[src/rtl/ahb_manager_rr_arbiter_if.sv]
// Requester/manager bundle for the round-robin AHB manager arbiter.
// slave is the arbiter's view; master is the environment driving it.
interface ahb_manager_rr_arbiter_if #(
    parameter int N   = 4,
    parameter int WDT = 32
);
    localparam int IW = (N > 1) ? $clog2(N) : 1;

    logic [N-1:0]     i_req;
    logic [N-1:0]     i_lock;
    logic [N*WDT-1:0] i_data;
    logic [N-1:0]     o_stall;
    logic             o_valid;
    logic [WDT-1:0]   o_data;
    logic [IW-1:0]    o_gnt_id;
    logic             i_stall;

    modport slave (
        input  i_req, i_lock, i_data, i_stall,
        output o_stall, o_valid, o_data, o_gnt_id
    );

    modport master (
        output i_req, i_lock, i_data, i_stall,
        input  o_stall, o_valid, o_data, o_gnt_id
    );
endinterface

[src/rtl/ahb_manager_rr_arbiter.sv]
// Round-robin arbiter with capped locked bursts feeding one registered
// output word per beat toward the AHB manager, honouring its stall.
module ahb_manager_rr_arbiter #(
    parameter int N        = 4,
    parameter int WDT      = 32,
    parameter int MAX_HOLD = 16
) (
    input  logic                    i_clk,
    input  logic                    i_resetn,
    ahb_manager_rr_arbiter_if.slave bus
);
    localparam int IW = (N > 1) ? $clog2(N) : 1;
    localparam int CW = $clog2(MAX_HOLD + 1);

    typedef enum logic {ARB, OWN} state_t;

    state_t        state;
    logic [IW-1:0] last_id;
    logic [IW-1:0] owner;
    logic [IW-1:0] sel;
    logic [IW-1:0] cand;
    logic [CW-1:0] hold_cnt;
    logic          sel_valid;
    logic          can_load;
    logic          accept;

    assign can_load = !bus.o_valid || !bus.i_stall;
    assign accept   = can_load && sel_valid;

    // Descending scan so the nearest requester after last_id wins.
    always_comb begin
        sel       = owner;
        sel_valid = 1'b0;
        cand      = '0;
        if (state == OWN) begin
            sel_valid = bus.i_req[owner];
        end else begin
            for (int k = N; k >= 1; k--) begin
                cand = IW'((int'(last_id) + k) % N);
                if (bus.i_req[cand]) begin
                    sel       = cand;
                    sel_valid = 1'b1;
                end
            end
        end
    end

    always_comb begin
        bus.o_stall = '1;
        if (accept) bus.o_stall[sel] = 1'b0;
    end

    always_ff @(posedge i_clk or negedge i_resetn) begin
        if (!i_resetn) begin
            state        <= ARB;
            last_id      <= IW'(N - 1);
            owner        <= '0;
            hold_cnt     <= '0;
            bus.o_valid  <= 1'b0;
            bus.o_data   <= '0;
            bus.o_gnt_id <= '0;
        end else begin
            if (can_load) begin
                if (sel_valid) begin
                    bus.o_valid  <= 1'b1;
                    bus.o_data   <= bus.i_data[int'(sel)*WDT +: WDT];
                    bus.o_gnt_id <= sel;
                    last_id      <= sel;
                end else begin
                    bus.o_valid  <= 1'b0;
                end
            end
            // In OWN sel is the owner, so a cap release leaves last_id=owner.
            if (accept) begin
                if (state == ARB) begin
                    if (bus.i_lock[sel] && MAX_HOLD > 1) begin
                        state    <= OWN;
                        owner    <= sel;
                        hold_cnt <= CW'(1);
                    end
                end else if (bus.i_lock[owner]
                             && int'(hold_cnt) + 1 < MAX_HOLD) begin
                    hold_cnt <= hold_cnt + 1'b1;
                end else begin
                    state    <= ARB;
                    hold_cnt <= '0;
                end
            end else if (state == OWN && !bus.i_lock[owner]) begin
                state    <= ARB;
                hold_cnt <= '0;
            end
        end
    end
endmodule
[src/flat_wrapper.sv]
// flat-port wrapper written by rule: the top's interface ports become plain ports
module ahb_manager_rr_arbiter_flat 
#(
    parameter int N        = 4,
    parameter int WDT      = 32,
    parameter int MAX_HOLD = 16
)
  (i_clk, i_resetn, bus_i_req, bus_i_lock, bus_i_data, bus_i_stall, bus_o_stall, bus_o_valid, bus_o_data, bus_o_gnt_id);
  ahb_manager_rr_arbiter_if #(.N(N), .WDT(WDT)) bus_i ();
  input  logic i_clk;
  input  logic i_resetn;
  input wire logic [$bits(bus_i.i_req)-1:0] bus_i_req;
  input wire logic [$bits(bus_i.i_lock)-1:0] bus_i_lock;
  input wire logic [$bits(bus_i.i_data)-1:0] bus_i_data;
  input wire logic [$bits(bus_i.i_stall)-1:0] bus_i_stall;
  output wire logic [$bits(bus_i.o_stall)-1:0] bus_o_stall;
  output wire logic [$bits(bus_i.o_valid)-1:0] bus_o_valid;
  output wire logic [$bits(bus_i.o_data)-1:0] bus_o_data;
  output wire logic [$bits(bus_i.o_gnt_id)-1:0] bus_o_gnt_id;
  assign bus_i.i_req = bus_i_req;
  assign bus_i.i_lock = bus_i_lock;
  assign bus_i.i_data = bus_i_data;
  assign bus_i.i_stall = bus_i_stall;
  assign bus_o_stall = bus_i.o_stall;
  assign bus_o_valid = bus_i.o_valid;
  assign bus_o_data = bus_i.o_data;
  assign bus_o_gnt_id = bus_i.o_gnt_id;
  ahb_manager_rr_arbiter #(.N(N), .WDT(WDT), .MAX_HOLD(MAX_HOLD)) u_core (.i_clk(i_clk), .i_resetn(i_resetn), .bus(bus_i));
endmodule
[config.mk]
export PLATFORM = sky130hd
export DESIGN_NAME = ahb_manager_rr_arbiter_flat
export DESIGN_NICKNAME = d
export VERILOG_FILES = /design/src/rtl/ahb_manager_rr_arbiter_if.sv /design/src/rtl/ahb_manager_rr_arbiter.sv /design/src/flat_wrapper.sv
export SDC_FILE = /design/constraint.sdc
export NUM_CORES = 1
export LEC_CHECK = 0
export CAP_MARGIN = 10
export CELL_PAD_IN_SITES_DETAIL_PLACEMENT = 1
export CELL_PAD_IN_SITES_GLOBAL_PLACEMENT = 2
export CORE_MARGIN = 2
export CORE_UTILIZATION = 24
export CTS_BUF_LIST = sky130_fd_sc_hd__clkbuf_4
export CTS_CLUSTER_SIZE = 12
export DETAILED_ROUTE_END_ITERATION = 8
export GPL_TIMING_DRIVEN = 1
export PLACE_DENSITY_LB_ADDON = 0.08
export SYNTH_ARGS = -nofsm -noshare
export SYNTH_HDL_FRONTEND = slang
export SYNTH_SLANG_ARGS = --single-unit
[constraint.sdc]
create_clock -name i_clk -period 3.4 [get_ports i_clk]
set_input_delay 0.68 -clock i_clk [delete_from_list [all_inputs] [get_ports i_clk]]
set_output_delay 0.68 -clock i_clk [all_outputs]
set_load 0.01 [all_outputs]
# Yosys cells after proc, flatten, opt, wreduce, memory -nomap -nowiden
# Cells that the tools add are included.
dict set report op_classes {
  addsub 6
  multipliers 0
  div 0
  n_lt_le_gt_ge 8
  eq_ne 1
  n_shift 1
  n_mux 38
  n_bitwise 2
  n_reduce_logical 12
}
# cell n
set op_table {}
lappend op_table {{$shiftx A128 B8 Y32} 1}
lappend op_table {{$lt A32 B6 Y1 const B} 1}
lappend op_table {{$mux W5} 5}
lappend op_table {{$mux W1} 19}
lappend op_table {{$lt A2 B3 Y1 const B} 6}
lappend op_table {{$bmux W1 S2} 7}
lappend op_table {{$mux W2} 5}
lappend op_table {{$add A5 B1 Y6 const B} 1}
lappend op_table {{$add A5 B1 Y5 const B} 1}
lappend op_table {{$add A2 B1 Y2 const B} 2}
lappend op_table {{$add A2 B2 Y2 const B} 2}
lappend op_table {{$logic_and A1 B1 Y1} 4}
lappend op_table {{$mux W4} 1}
lappend op_table {{$not A4 Y4} 1}
lappend op_table {{$reduce_and A2 Y1} 2}
lappend op_table {{$logic_not A1 Y1} 3}
lappend op_table {{$ne A3 B2 Y1 const B} 1}
lappend op_table {{$reduce_and A3 Y1} 1}
lappend op_table {{$demux W1 S2} 1}
lappend op_table {{$ge A2 B1 Y1 const B} 1}
lappend op_table {{$reduce_bool A2 Y1} 1}
lappend op_table {{$logic_or A1 B1 Y1} 1}
lappend op_table {{$not A1 Y1} 1}
dict set report word_totals {
  register_bits 45
  latch_bits 0
  ram_bits 0
  mem_bits_ro 0
  input_bits 139
  out_inout_bits 39
  wordCells 75
  n_memories 0
}

# Longest topological paths before layout
# Gate-level depths: netlist of the first run.
dict set report logic_depth {
  depth_word 14
  mapped_depth 10
  depth_no_buf 7
}

# Worst setup path before layout of the first run
# No wires, ideal clock.
dict set report synth_path {
  path_kind {input port to output port}
  start {input port bus_i_req[1]}
  end {output port bus_o_stall[0]}
  arrival_ns 2.327
  t_required_ns 2.720
  slack_ns 0.393
  cell_stages 9
  path_buffers 3
  cell_sequence {buf_2 nor3b_1 nor3_1 nand4_1 nand3_1 buf_2 buf_2 nor2_1 nand3_1}
}
dict set report synth_between {
  elab_chain_len 13
  elab_cells_between_ends 28
  cone_classes {order compare (2); mux (23); bitwise (1); reduce/logical (2)}
}
# item line
set synth_rtl {}
lappend synth_rtl {{start: declaration} flat_wrapper.sv:12} ;# input wire logic [$bits(bus_i.i_req)-1:0] bus_i_req;
lappend synth_rtl {{$bmux W1 S2} ahb_manager_rr_arbiter.sv:40} ;# if (bus.i_req[cand]) begin
lappend synth_rtl {{$mux W1 (implied by the code)} ahb_manager_rr_arbiter.sv:40}
lappend synth_rtl {{$mux W2 (4 in series)} ahb_manager_rr_arbiter.sv:40}
lappend synth_rtl {{$mux W2} ahb_manager_rr_arbiter.sv:35} ;# if (state == OWN) begin
lappend synth_rtl {{$lt A2 B3 Y1 (implied by the code) or $ge A2 B1 Y1 (tied branches)} ahb_manager_rr_arbiter.sv:50} ;# if (accept) bus.o_stall[sel] = 1'b0;
lappend synth_rtl {{$logic_and A1 B1 Y1 (implied by the code)} ahb_manager_rr_arbiter.sv:50}
lappend synth_rtl {{$mux W1 (implied by the code)} ahb_manager_rr_arbiter.sv:50}
lappend synth_rtl {{$demux W1 S2} n/a}
lappend synth_rtl {{$not A4 Y4 (no line)} n/a}
lappend synth_rtl {{$mux W4 *} ahb_manager_rr_arbiter.sv:50}
lappend synth_rtl {{end: declaration} flat_wrapper.sv:16} ;# output wire logic [$bits(bus_i.o_stall)-1:0] bus_o_stall;
# Mark *: on every way between the ends. The rest lies on a longest branch, timed or not. The select of a mux whose other input is x is not followed.

# Worst setup path after layout of the first run
dict set report layout_path {
  start {input port bus_i_req[1]}
  end {output port bus_o_stall[1]}
}
# Same word-level chain as after synthesis.

==> results.yml, run 1 <==
status:
  status: "complete, no violations"
sta:
  slew_viol_final: 0
  finalHoldViolCount: 0
  finalSetupViolations: 0
  final.period_utilization: 0.971
  rsz0062_at_grt: "false"
  worst_pin_slew_ps: 539
  hold-worst-slack_ps: 272
  slew_headroom: 0.641
  fin_worst_skew_ps: 19.7
  fmax_ghz: 0.303
  post-route-min-period_ps: 3300
synth:
  syn-num-nets: 376
  synth.top_cell.area_share: 0.346
  synthCells: 236
  synthTopCellsByArea: "dfrtp_1, mux4_2, mux2_2, buf_6, buf_2"
  ys_ff_latch: 45
  ys_types: 49
  yosys-top-cells-count: "dfrtp_1, mux2_2, mux4_2"
  syn_area_sq_um: 3110
  synthArstFlopShare: 1.00
  seq_area_frac_synth: 0.363
  netlist.top_cell.by_area: "dfrtp_1"
  synth_ff_type: "dfrtp_1"
  synthMostInstantiatedCell: "dfrtp_1"
  syn_area_per_cell_sq_um: 13.2
  synth-edff-count: 0
  yosysWarningCount: 0
clocking:
  cts_sinks: 45
  postCtsSetupRepairBufs: 0
  cts_made_buffers: 5
  cts_root_buf: "clkbuf_4"
  clock_latency_ps: 360
  cts_tree: "done"
  clockBufferDepth: 2
  htreeDepth: 2
  clk_pin_slew_ps: 150
placement:
  hpwl_um: 8770
  io_buffers: 177
  place_inst: 587
  dpl-instance-area_sq_um: 5130
  globalplace.congestion: 0.764
worst_setup_path:
  worstPathRequired_ps: 2720
  endpoint_kind: "output port"
  reg2reg_to: "u_core.hold_cnt[2]$_DFFE_PN0P_"
  worstReg2RegStart: "u_core.last_id[0]$_DFFE_PN1P_"
  max_stage_delay_ps: 440
  startpoint_type: "input pin"
  crit_path_top_delay_cell: "clkdlybuf4s50_1"
  crit_arrival_ps: 2620
  reg2reg_depth: 8
  r2r_slack_ps: 420
  cp_max_fo: 5
  crit_chain: "clkdlybuf4s50_1 -> buf_4 -> a2111o_1 -> a31oi_4 -> a21o_4 -> nor2b_2 -> nand3_1 -> dlygate4sd2_1"
  critical_path_class: "input pin to output port"
grt:
  grt_antenna_before_repair: 0
  grt-ovfl-total: 0
  grt_max_degree: 32
  grt_pass1_wl_um: 16800
  grt_use_total: 0.156
  grt_pass1_vias: 3071
pwr:
  power_density_nw_per_um2: 823
  p_leak_nw: 2.01
  power_mw: 4.27
  worst_ir_drop_vdd_mv: 0.341
run:
  cap_violations: 0
layout:
  drive_above_1_share: 0.258
  final_cell_area_sq_um: 5190
  finalNetCount: 562
  antennaDiodeCount: 0
  synthToLayoutAreaGrowth_pct: 66.7
  n_fill_cell: 1388
  stdcell_count: 594
die:
  fp.dieH_um: 118
  io_pins: 178
  num_rows: 41
  dieArea_sq_um: 13900
  start_util: 0.246
  fp.dieW_um: 118
  coreArea_sq_um: 12600
detailed_routing:
  drt-initial-drc-count: 96
  avgViaCountPerCell: 4.63
  drc: 0
  wl_um: 10500
  ant_nets: 0
  route.vias.total: 2753
  drt_pass1_iterations: 5
  wl_per_cell_um: 17.7
hold_path:
  hold_class: "input pin to asynchronous set/reset pin"
placed cells by master, fill, tap and decap left out, drive strengths merged, types with 3 or more instances in the layout:
cell type / n
mux2i: 5
clkdlybuf4s50: 170
inv: 7
a211o: 3
clkbuf: 5
a21boi: 3
nor3: 5
nor2b: 5
nor3b: 3
mux4: 34
buf: 23
nor2: 12
nand3: 4
dfrtp: 43
dlygate4sd2: 6
mux2: 34
o21ai: 3
and2: 3
a21oi: 6
nand2: 14
worst max-delay path by stage:
stage                       startpoint  cells past startpoint  slack, ps                              to
after floorplan           bus_i_req[1]                      9        390                  bus_o_stall[0]
after global placement    bus_i_req[2]                      9       -200  u_core.hold_cnt[3]$_DFFE_PN0P_
after detailed placement  bus_i_req[2]                      8       -210                  bus_o_stall[1]
after CTS                 bus_i_req[1]                      8         90                  bus_o_stall[1]
after global routing      bus_i_req[1]                      8          4                  bus_o_stall[1]
final                     bus_i_req[1]                      8        100                  bus_o_stall[1]
area by class of cell:
| cell class | count | area, sq um | area share |
|---|---|---|---|
| clock buffers | 5 | 37.5 | 0.00724 |
| repair buffers | 199 | 1940 | 0.374 |
| inverters | 7 | 26.3 | 0.00507 |
| flip-flops and latches | 45 | 1130 | 0.218 |
| clock inverters | 2 | 11.3 | 0.00217 |
| well taps | 172 | 215 | 0.0415 |
| multi-input cells | 164 | 1830 | 0.352 |
timing repair:
action | in CTS | in global routing
setup endpoints to repair | 4 | 0
resized for setup | 9 | 0
hold buffers | 0 | 0
state kept, by name (all words and copies together), names as in the netlist:
name                 flops
u_core.bus.o_data       32
u_core.bus.o_gnt_id      2
u_core.bus.o_valid       1
u_core.hold_cnt          5
u_core.last_id           2
u_core.owner             2
u_core.state             1
report_power, final:
part	switching (mW)	total, mW	internal [mW]	leakage [nW]
logic	1.25	3.00	1.75	1.46
clock network	0.179	0.254	0.0748	0.0247
registers	0.201	1.01	0.813	0.531
total	1.63	4.27	2.64	2.01
worst max-delay path, delay by kind of cell:
| family | cells | cell delay (ps) |
|---|---|---|
| compound gates | 3 | 780 |
| simple gates | 2 | 250 |
| buf+inv | 3 | 900 |
per-layer routing:
| layer | up-vias | wire, um | global-route usage |
|---|---|---|---|
| li1 | 1281 | - | - |
| met1 | 1369 | 4040 | 0.174 |
| met2 | 98 | 5630 | 0.292 |
| met3 | 5 | 796 | 0.0518 |
| met4 | 0 | 61 | 0.0226 |
| met5 | - | 0 | 0 |
cells by family after synthesis:
logic type / count (synthesis) / synth area share
adder cells (fa/ha/maj): 1 / 0.00402
AO/OA/AOI/OAI: 36 / 0.0990
multiplexers: 73 / 0.388
AND/OR/NAND/NOR: 54 / 0.0925
flip-flops: 45 / 0.363
buffers and inverters: 27 / 0.0539
per-stage QoR:
step                      utilization  setup TNS [ps]  setup WS, ps
after floorplan                     -               0           393
after global placement          0.407           -1230          -196
after detailed placement        0.407           -1350          -211
after CTS                       0.411               0          90.5
after global routing            0.411               0          4.30
final                           0.411               0          99.5
(Power assumes the default switching activity.)
==> run 2: changes to the inputs <==
Settings changed: CAP_MARGIN 10 to 20.
==> results of run 2 <==
No change in the layout: final DEF, timing and power equal those of run 1.
==> run 3: changes to the inputs <==
Settings changed: CORE_MARGIN 2 to not set.
==> run 3 against run 2 <==
Against the previous run: cell count up 0.84%; highest routed layer unchanged; core utilization increased by 0.79 points; final area is 1.9% higher; sequential share of layout area fell by 0.41 points; fmax grew 0.72%; via count grew 2.1%.
==> results.yml, run 3 (same netlist as run 1, synthesis figures left out) <==
detailed_routing:
  top_layer: "met4"
  drt_pass1_iterations: 4
  avgViaCountPerCell: 4.69
  drc: 0
  met2_length_um: 5950
  routedLengthMet1_um: 3980
  dr_wl_met3_um: 750
  route.vias.total: 2811
  wl_per_cell_um: 18.0
  ant_nets: 0
  drt-initial-drc-count: 84
  wl_um: 10800
status:
  status: "complete, no violations"
sta:
  post-route-min-period_ps: 3280
  fmax_ghz: 0.305
  rsz0062_at_grt: "false"
  slew_headroom: 0.557
  fin_worst_skew_ps: 11.5
  final.period_utilization: 0.964
  finalSetupViolations: 0
  slew_viol_final: 0
  worst_pin_slew_ps: 664
  fin_ws_ps: 123
  finalHoldViolCount: 0
layout:
  synthToLayoutAreaGrowth_pct: 70.0
  top_register: "u_core.bus.o_data"
  final_cell_mix: "clkdlybuf4s50_1, dfrtp_1, mux2_2"
  antennaDiodeCount: 0
  largest_reg_flops: 32
  final_common_cell: "clkdlybuf4s50_1"
  finalNetCount: 567
  final_core_util: 0.419
  reg_top3: "u_core.bus.o_data: 32 flops, u_core.hold_cnt: 5 flops"
  final_cell_area_sq_um: 5290
  stdcell_count: 599
  drive_above_1_share: 0.274
die:
  dieArea_sq_um: 13400
  coreArea_sq_um: 12600
  num_rows: 41
  io_pins: 178
  fp.dieH_um: 116
  fp.dieW_um: 116
  start_util: 0.246
pwr:
  p_int_mw: 2.80
  power_mw: 4.47
  seqPwrFrac: 0.227
  power_density_nw_per_um2: 845
  power_frac_comb: 0.716
  switching_power_mw: 1.66
  netSwitchingFraction: 0.372
  pwr-share-clk: 0.057
  worst_ir_drop_vdd_mv: 0.249
  p_leak_nw: 2.06
grt:
  grt_use_total: 0.166
  grt_pass1_vias: 3160
  grt_max_degree: 35
  grt_antenna_before_repair: 0
  grt_pass1_wl_um: 16700
  grt-ovfl-total: 0
hold_path:
  hold_class: "input pin to asynchronous set/reset pin"
worst_setup_path:
  crit_path_end: "bus_o_stall[1]"
  startpoint_type: "input pin"
  reg2reg_to: "u_core.hold_cnt[2]$_DFFE_PN0P_"
  crit_chain: "clkdlybuf4s50_1 -> buf_6 -> a2111o_1 -> a31oi_4 -> a21o_4 -> nor2b_2 -> nand3_1 -> dlygate4sd2_1"
  cp_max_fo: 8
  worstPathRequired_ps: 2720
  r2r_slack_ps: 400
  reg2reg_depth: 8
  crit_arrival_ps: 2600
  cp-startpoint: "bus_i_req[1]"
  endpoint_kind: "output port"
  max_stage_delay_ps: 450
  worstReg2RegStart: "u_core.last_id[0]$_DFFE_PN1P_"
  critical_path_class: "input pin to output port"
  crit_path_top_delay_cell: "clkdlybuf4s50_1"
placement:
  io_buffers: 177
  hpwl_um: 8820
  globalplace.congestion: 0.763
  dpl-instance-area_sq_um: 5210
  dp_slack_ps: -250
  place_inst: 590
clocking:
  clock_latency_ps: 360
  cts_tree: "done"
  htreeDepth: 2
  cts_made_buffers: 5
  clockBufferDepth: 2
  cts_sinks: 45
  cts_hold_buf: 0
  cts_root_buf: "clkbuf_4"
  clk_pin_slew_ps: 130
run:
  cap_violations: 0
[run 3: power groups by stage]
stage	combinational [mW]	clock (mW)	sequential, mW
final	3.20	0.252	1.01
after global routing	3.47	0.289	1.06
after CTS	3.27	0.270	1.02
after detailed placement	3.25	0	1.02
after global placement	3.23	0	1.01
after floorplan	1.89	0	1.05
[run 3: worst min-delay path by stage]
| stage | cells after the start | to | start | slack, ps |
|---|---|---|---|---|
| after floorplan | 0 | u_core.bus.o_data[0]$_DFFE_PN0P_ | i_resetn | 380 |
| after global placement | 1 | u_core.bus.o_gnt_id[1]$_DFFE_PN0P_ | u_core.bus.o_gnt_id[1]$_DFFE_PN0P_ | 490 |
| after detailed placement | 1 | u_core.bus.o_data[18]$_DFFE_PN0P_ | u_core.bus.o_data[18]$_DFFE_PN0P_ | 490 |
| after CTS | 1 | u_core.bus.o_data[31]$_DFFE_PN0P_ | i_resetn | 350 |
| after global routing | 1 | u_core.bus.o_data[31]$_DFFE_PN0P_ | i_resetn | 360 |
| final | 1 | u_core.bus.o_data[21]$_DFFE_PN0P_ | i_resetn | 340 |
[run 3: stage by stage]
step                      hold slack, ps  TNS [ps]
after global placement               486     -2010
after detailed placement             492     -3340
final                                339         0
after global routing                 356         0
after CTS                            345         0
after floorplan                      384         0
[run 3: worst max-delay path, delay by kind of cell]
| kind | cells | cell delay [ps] |
|---|---|---|
| AO/OA/AOI/OAI | 3 | 780 |
| AND/OR/NAND/NOR | 2 | 230 |
| buffers and inverters | 3 | 900 |
[run 3: per-layer routing]
metal | vias up | global-route usage
met5 | - | 0
met3 | 6 | 0.0539
met2 | 100 | 0.309
met4 | 0 | 0.0325
met1 | 1413 | 0.184
li1 | 1292 | -
[run 3: repair_timing]
item                                    CTS  global route
pin swaps                                 1             1
endpoints found under the setup margin    4             2
gates resized for setup                  11             1
buffers inserted                          1             1
[run 3: layout make-up]
cell class	instances	area, sq um
multi-input cells	164	1840
repair buffers	204	2030
fillers	1392	7330
flip-flops and latches	45	1130
clock inverters	2	11.3
inverters	7	26.3
well taps	172	215
clock buffers	5	37.5
